==> config.mk <==
export PLATFORM = sky130hd
export DESIGN_NAME = stopwatch_ctrl_flat
export DESIGN_NICKNAME = d
export VERILOG_FILES = /design/src/rtl/stopwatch_ctrl_if.sv /design/src/rtl/stopwatch_ctrl.sv /design/src/flat_wrapper.sv
export SDC_FILE = /design/constraint.sdc
export NUM_CORES = 1
export LEC_CHECK = 0
export BUFFER_PORTS_ARGS = -buffer_cell sky130_fd_sc_hd__buf_2
export CAP_MARGIN = 40
export CORE_UTILIZATION = 65
export CTS_BUF_LIST = sky130_fd_sc_hd__clkbuf_8
export DETAILED_ROUTE_END_ITERATION = 16
export MAX_ROUTING_LAYER = met4
export PLACE_DENSITY = 0.91
export SYNTH_ARGS = -nofsm -noshare
export SYNTH_HDL_FRONTEND = slang
export SYNTH_SLANG_ARGS = --single-unit
==> constraint.sdc <==
create_clock -name clk -period 4.2 [get_ports clk]
set_input_delay 0.84 -clock clk [delete_from_list [all_inputs] [get_ports clk]]
set_output_delay 0.84 -clock clk [all_outputs]
set_load 0.02 [all_outputs]
==> src/rtl/stopwatch_ctrl_if.sv <==
// Key inputs and sequencer controls for the stopwatch control block.
// The master side owns the buttons; the slave side is the sequencer.
interface stopwatch_ctrl_if;
  logic       key_start_n;
  logic       key_lap_n;
  logic       key_clr_n;
  logic       count_en;
  logic       count_clr;
  logic       lap_load;
  logic       disp_hold;
  logic [1:0] state;

  modport master (
    output key_start_n, key_lap_n, key_clr_n,
    input  count_en, count_clr, lap_load, disp_hold, state
  );

  modport slave (
    input  key_start_n, key_lap_n, key_clr_n,
    output count_en, count_clr, lap_load, disp_hold, state
  );
endinterface

==> src/rtl/stopwatch_ctrl.sv <==
// Stopwatch run/stop/lap/clear sequencer: three synchronised, debounced
// active-low keys feed one-cycle press events into a 4-state FSM.
module stopwatch_ctrl #(
  parameter int DEBOUNCE_CYCLES = 500000,
  parameter int CNT_W           = 20
) (
  input  logic            clk,
  input  logic            rst_n,
  stopwatch_ctrl_if.slave bus
);

  typedef enum logic [1:0] {
    ST_IDLE = 2'b00,
    ST_RUN  = 2'b01,
    ST_LAP  = 2'b10,
    ST_STOP = 2'b11
  } state_e;

  localparam logic [CNT_W-1:0] DB_LAST = CNT_W'(DEBOUNCE_CYCLES - 1);
  localparam int K_START = 0;
  localparam int K_LAP   = 1;
  localparam int K_CLR   = 2;

  logic [2:0]       w_key_raw;
  logic [2:0]       r_sync1;
  logic [2:0]       r_sync2;
  logic [2:0]       r_deb;
  logic [2:0]       r_deb_d;
  logic [2:0]       r_ev;
  logic [CNT_W-1:0] r_cnt [3];

  state_e r_state;
  state_e w_state_nxt;
  logic   w_clr_nxt;
  logic   w_lap_nxt;
  logic   r_count_clr;
  logic   r_lap_load;

  assign w_key_raw = {bus.key_clr_n, bus.key_lap_n, bus.key_start_n};

  // Key front end: synchroniser, debounce counter, press-edge pulse.
  always_ff @(posedge clk or negedge rst_n) begin
    if (!rst_n) begin
      r_sync1 <= 3'b111;
      r_sync2 <= 3'b111;
      r_deb   <= 3'b111;
      r_deb_d <= 3'b111;
      r_ev    <= 3'b000;
      for (int k = 0; k < 3; k++) begin
        r_cnt[k] <= '0;
      end
    end else begin
      r_sync1 <= w_key_raw;
      r_sync2 <= r_sync1;
      r_deb_d <= r_deb;
      // Only released->pressed produces an event; release is silent.
      r_ev    <= r_deb_d & ~r_deb;
      for (int k = 0; k < 3; k++) begin
        if (r_sync2[k] == r_deb[k]) begin
          r_cnt[k] <= '0;
        end else if (r_cnt[k] == DB_LAST) begin
          r_deb[k] <= r_sync2[k];
          r_cnt[k] <= '0;
        end else begin
          r_cnt[k] <= r_cnt[k] + CNT_W'(1);
        end
      end
    end
  end

  // Next-state and pulse decode; priority clr > start > lap among events
  // that are meaningful in the current state.
  always_comb begin
    w_state_nxt = r_state;
    w_clr_nxt   = 1'b0;
    w_lap_nxt   = 1'b0;
    case (r_state)
      ST_IDLE: begin
        if (r_ev[K_CLR]) begin
          w_clr_nxt = 1'b1;
        end else if (r_ev[K_START]) begin
          w_state_nxt = ST_RUN;
        end else begin
          w_state_nxt = ST_IDLE;
        end
      end
      ST_RUN: begin
        if (r_ev[K_START]) begin
          w_state_nxt = ST_STOP;
        end else if (r_ev[K_LAP]) begin
          w_state_nxt = ST_LAP;
          w_lap_nxt   = 1'b1;
        end else begin
          w_state_nxt = ST_RUN;
        end
      end
      ST_LAP: begin
        if (r_ev[K_START]) begin
          w_state_nxt = ST_STOP;
        end else if (r_ev[K_LAP]) begin
          w_state_nxt = ST_RUN;
        end else begin
          w_state_nxt = ST_LAP;
        end
      end
      ST_STOP: begin
        if (r_ev[K_CLR]) begin
          w_state_nxt = ST_IDLE;
          w_clr_nxt   = 1'b1;
        end else if (r_ev[K_START]) begin
          w_state_nxt = ST_RUN;
        end else begin
          w_state_nxt = ST_STOP;
        end
      end
      default: begin
        w_state_nxt = ST_IDLE;
      end
    endcase
  end

  // State and pulse registers; pulses coincide with the new state.
  always_ff @(posedge clk or negedge rst_n) begin
    if (!rst_n) begin
      r_state     <= ST_IDLE;
      r_count_clr <= 1'b0;
      r_lap_load  <= 1'b0;
    end else begin
      r_state     <= w_state_nxt;
      r_count_clr <= w_clr_nxt;
      r_lap_load  <= w_lap_nxt;
    end
  end

  assign bus.count_en  = (r_state == ST_RUN) || (r_state == ST_LAP);
  assign bus.disp_hold = (r_state == ST_LAP);
  assign bus.count_clr = r_count_clr;
  assign bus.lap_load  = r_lap_load;
  assign bus.state     = r_state;

endmodule

==> src/flat_wrapper.sv <==
// flat-port wrapper written by rule: the top's interface ports become plain ports
module stopwatch_ctrl_flat 
#(
  parameter int DEBOUNCE_CYCLES = 500000,
  parameter int CNT_W           = 20
)
  (clk, rst_n, bus_key_start_n, bus_key_lap_n, bus_key_clr_n, bus_count_en, bus_count_clr, bus_lap_load, bus_disp_hold, bus_state);
  stopwatch_ctrl_if bus_i ();
  input  logic clk;
  input  logic rst_n;
  input wire logic [$bits(bus_i.key_start_n)-1:0] bus_key_start_n;
  input wire logic [$bits(bus_i.key_lap_n)-1:0] bus_key_lap_n;
  input wire logic [$bits(bus_i.key_clr_n)-1:0] bus_key_clr_n;
  output wire logic [$bits(bus_i.count_en)-1:0] bus_count_en;
  output wire logic [$bits(bus_i.count_clr)-1:0] bus_count_clr;
  output wire logic [$bits(bus_i.lap_load)-1:0] bus_lap_load;
  output wire logic [$bits(bus_i.disp_hold)-1:0] bus_disp_hold;
  output wire logic [$bits(bus_i.state)-1:0] bus_state;
  assign bus_i.key_start_n = bus_key_start_n;
  assign bus_i.key_lap_n = bus_key_lap_n;
  assign bus_i.key_clr_n = bus_key_clr_n;
  assign bus_count_en = bus_i.count_en;
  assign bus_count_clr = bus_i.count_clr;
  assign bus_lap_load = bus_i.lap_load;
  assign bus_disp_hold = bus_i.disp_hold;
  assign bus_state = bus_i.state;
  stopwatch_ctrl #(.DEBOUNCE_CYCLES(DEBOUNCE_CYCLES), .CNT_W(CNT_W)) u_core (.clk(clk), .rst_n(rst_n), .bus(bus_i));
endmodule
# Word level (Yosys, flattened, before mapping)

Cells that the tools add are included.

Flip-flop bits (word level): 79
Input port bits: 5
Logic and storage cells: 57

Add/sub/neg operators: 3
Eq/ne operators: 10
Muxes and demuxes: 20
Bitwise gates (word level): 5
Reductions and logical operators: 6

Operators by type and width:

| operator                                                           | number |
|---|---|
| 20-bit two-way mux                                                 | 6 |
| 20-bit by 1-bit adder with 20-bit output (second input constant)   | 3 |
| 20-bit by 19-bit == test with 1-bit output (second input constant) | 3 |
| 2-bit two-way mux                                                  | 7 |
| 2-bit one-hot mux with 4 select lines                              | 1 |
| 1-bit two-way mux                                                  | 6 |
| 2-bit AND reduction                                                | 3 |
| 2-bit == test (second input constant)                              | 2 |
| 3-bit bitwise AND                                                  | 1 |
| 1-bit == test                                                      | 3 |
| 1-bit NOT                                                          | 3 |
| 3-bit NOT                                                          | 1 |
| 2-bit by 1-bit == test with 1-bit output (second input constant)   | 1 |
| 2-bit logical NOT                                                  | 1 |
| 2-bit != test (second input constant)                              | 1 |
| 2-bit OR reduction                                                 | 1 |
| 1-bit logical OR                                                   | 1 |

# Depth between registers and ports, before layout

Depth after elaboration: 3
Mapped depth: 6
Depth with buffers taken out: 6

# Worst setup path after synthesis

Ideal clock, no wire load.

Path kind: register to register
Start: reg u_core.r_cnt[0] (netlist bit)
End: reg u_core.r_cnt[10] (netlist bit)
Arrival time: 1.789 ns
Required time: 4.081 ns
Setup slack: 2.292 ns
Cell stages (with the launch flop): 7
Path buffers: 1
Clock period less this slack: 1.908 ns
Cell sequence: dfrtp_1 > ha_1 > nand4_2 > or4_4 > o31ai_4 > buf_6 > nor2_1

Word-level cells in the longest chain between the ends: 3
Elaborated cells between the ends (all ways): 4
Classes of those cells: add/sub (1); eq/ne (1); mux (2)

RTL lines:

| what                                                                                                          | RTL line                                   | text |
|---|---|---|
| from (decl)                                                                                                   | stopwatch_ctrl.sv:30                       | `logic [CNT_W-1:0] r_cnt [3];` |
| from (signal, indexed assignment)                                                                             | stopwatch_ctrl.sv:65                       | `r_cnt[k] <= r_cnt[k] + CNT_W'(1);` |
| 20-bit by 1-bit adder with 20-bit output / 20-bit by 19-bit == test with 1-bit output (equally long branches) | stopwatch_ctrl.sv:65, stopwatch_ctrl.sv:61 |  |
| 20-bit two-way mux *                                                                                          | stopwatch_ctrl.sv:61                       | `end else if (r_cnt[k] == DB_LAST) begin` |
| 20-bit two-way mux *                                                                                          | stopwatch_ctrl.sv:59                       | `if (r_sync2[k] == r_deb[k]) begin` |

Mark *: on every way between the ends. The rest lies on a longest branch, timed or not.
A chain may end at the register's enable or synchronous reset.

# Worst setup path in the final report

Start: reg u_core.r_cnt[0] (netlist bit)
End: reg u_core.r_cnt[11] (netlist bit)

Same word-level chain as after synthesis.

==> flow_metrics.tcl <==
set metrics [dict create \
    ir_worst_vdd_mv 0.310 \
    grt_pass1_wl_um 12800 \
    fin_nets 402 \
    wl_per_cell_um 16.3 \
    ys_types 40 \
    r2r-start "u_core.r_cnt[0]" \
    r2r_end "u_core.r_cnt[11]" \
    synth_edf_count 0 \
    track_usage 0.282 \
    clkTransAtPathRegs_ps 70 \
    setup_tns_ps 0 \
    p_leak_nw 1.71 \
    die_height_um 78.5 \
    gp_congestion 0.887 \
    power.clock.fraction 0.445 \
    regArea_um2 1990 \
    ys_seq_elements 79 \
    cp-startpoint "u_core.r_cnt[0]" \
    layout_min_cycle_time_ps 2230 \
    clockRootBuffer "clkbuf_8" \
    viasPerCell 6.07 \
    comb_power_share 0.031 \
    cts_buffers 9 \
    diodes 0 \
    stdcell_count 466 \
    rsz0062_at_grt "no" \
    detailed_place_hpwl_um 4850 \
    p_int_mw 1.19 \
    final_core_util 0.755 \
    clk_latency_ps 350 \
    cts_resized 0 \
    vias 2827 \
    grt_max_degree 54 \
    multi_input_area_um2 1710 \
    p_sw_mw 0.301 \
    clock_path_buffers 2 \
    io_pins 11 \
    slew_headroom 0.578 \
    cts_sinks 79 \
    fin_worst_skew_ps 14.6 \
    end_kind "flip-flop" \
    start_util 0.682 \
    hp-class "flip-flop to flip-flop" \
    max-cap-violations 0 \
    die_width_um 78.5 \
    clock.fmax_mhz 448 \
    switching_share 0.201 \
    setup-violations-final 0 \
    syn_area_um2 3800 \
    report.final.slew_viol_count 0 \
    antenna_found_initial 0 \
    drc_errors 0 \
    crit_path_end "u_core.r_cnt[11]" \
    ant_nets 0 \
    num_rows 27 \
    ys_seq_area_frac 0.524 \
    netlist_instances 367 \
    tightest_slew_ps 633 \
    grt_pass1_vias 2785 \
    cts_setup_buffers 0 \
    synthesis.nets 380 \
    area_growth_syn_to_layout_pct 10.7 \
    drive_above_1_share 0.137 \
    cts_hold_buf 0 \
    drt_wl_total_um 7600 \
    cp.arrival_ps 2430 \
    cp-start-kind "flip-flop" \
    rr_worst_depth 5 \
    hold_viol 0 \
    ys_warn_count 0 \
    io_buffers 10 \
    cp_data_required_time_ps 4400 \
    drt_iter0_drc 260 \
    dominantRegCellSynth "dfrtp_1" \
    p_seq_frac 0.524 \
    htree_levels 3 \
    core_um2 5570 \
    dr.pass1.iters 5 \
    grt.overflow.total 0 \
    syn_area_per_cell_um2 10.4 \
    cts_tree "built" \
    crit_path_max_fanout 16 \
    synthArstFlopShare 1.00 \
    status "complete, no violations" \
    dp_cells 449 \
    crit_type "flip-flop to flip-flop" \
    rrSetupSlack_ps 1970 \
    die-area_um2 6160 \
    power_density_nw_per_um2 355 \
    num-fill-cells 342 \
    fin_crit_sh 0.532 \
]
[per-layer routing]
| layer | wire (um) | GRT usage |
|---|---|---|
| met1 | 3190 | 0.337 |
| met2 | 3800 | 0.448 |
| met3 | 356 | 0.0651 |
| met4 | 250 | 0.144 |
| met5 | 0 | - |
[cell type report]
| type | count | share of cell area |
|---|---|---|
| clock buffer | 10 | 0.0327 |
| clock inverter | 6 | 0.0241 |
| inverter | 21 | 0.0187 |
| multi-input combinational | 264 | 0.405 |
| sequential | 79 | 0.473 |
| tap | 72 | 0.0214 |
| timing repair buffer | 14 | 0.0247 |
[critical path, stage by stage (launching register included)]
cell,delay [ps]
dfrtp_1,410
ha_1,250
nand4_2,220
or4_4,500
o31ai_4,590
nor2_1,120
[cells in the mapped netlist, types with 4 or more instances]
cell type	instances	share of area
nand4_1	17	0.028
nor4_1	15	0.025
nand2_1	16	0.016
xnor2_1	37	0.085
dfstp_2	12	0.083
a21oi_1	7	0.0092
nor2_1	61	0.060
inv_1	21	0.021
xor2_1	9	0.021
mux2i_1	4	0.011
nor3_1	15	0.020
nor4b_1	6	0.014
ha_1	8	0.026
o21ai_0	11	0.014
nand3_1	18	0.024
mux2_2	4	0.012
dfrtp_1	67	0.44
nor2b_1	5	0.0082
[cells in the final DEF (no fill, tap or decap), types with 2 or more instances in the layout]
cell type,count
nand4_1,17
ha_1,8
or4_4,2
nand3_2,2
buf_2,9
a21oi_1,7
nor2b_1,5
a31o_2,2
nor2_1,61
nand4b_1,2
and4_1,2
nand3_1,18
mux2i_1,4
and3_1,3
buf_4,2
nor3_1,15
bufinv_16,3
clkbuf_8,10
inv_1,24
dfstp_2,12
xnor2_1,37
nand2_1,16
nor4_1,15
dfrtp_1,67
or3_1,3
xor2_1,9
o21ai_0,11
and2_1,3
mux2_2,4
nor4b_1,6
[worst min path at each step]
stage / from / to / slack, ps / depth (start not counted)
final: u_core.r_sync1[2] / u_core.r_sync2[2] / 350 / 0
after global routing: u_core.r_sync1[2] / u_core.r_sync2[2] / 350 / 0
after CTS: u_core.r_sync1[2] / u_core.r_sync2[2] / 350 / 0
after detailed placement: u_core.r_sync1[0] / u_core.r_sync2[0] / 350 / 0
after global placement: u_core.r_sync1[1] / u_core.r_sync2[1] / 350 / 0
after floorplan: u_core.r_sync1[0] / u_core.r_sync2[0] / 350 / 0
[kinds of logic (layout without fill, tap and decap cells)]
group                    after synthesis  after routing  synth area share
buffers and inverters                 24             51            0.0276
AO/OA/AOI/OAI                         26             26            0.0494
flip-flops                            79             79             0.524
AND/OR/NAND/NOR                      176            176             0.244
XOR/XNOR                              46             46             0.106
multiplexers                           8              8            0.0224
adder cells (fa/ha/maj)                8              8            0.0263
[per-stage QoR]
| step | power, mW | cell area (um^2) | setup WS (ps) | hold WS (ps) |
|---|---|---|---|---|
| 6_report | 1.49 | 4210 | 1970 | 346 |
| 5_1_grt | 1.54 | 4210 | 1800 | 351 |
| 4_1_cts | 1.50 | 4200 | 1940 | 348 |
| 3_5_place_dp | 0.844 | 3970 | 1960 | 347 |
| 3_3_place_gp | 0.836 | 3920 | 2000 | 346 |
| 2_1_floorplan | 0.817 | 3800 | 2290 | 345 |
[sequential cells by signal, summed over array words and instances (netlist names)]
name                  count
u_core.bus.state          2
u_core.r_sync2            3
u_core.r_deb_d            3
u_core.bus.lap_load       1
u_core.r_sync1            3
u_core.r_ev               3
u_core.r_deb              3
u_core.bus.count_clr      1
u_core.r_cnt             60
[power groups by stage]
stage                     sequential (mW)  clock (mW)  combinational (mW)
after floorplan                     0.795           0              0.0228
after global placement              0.796           0              0.0404
after detailed placement            0.797           0              0.0471
after CTS                           0.782       0.670              0.0474
after global routing                0.784       0.702              0.0545
final                               0.782       0.664              0.0466
Note: power is estimated with default switching activity, not from simulation.
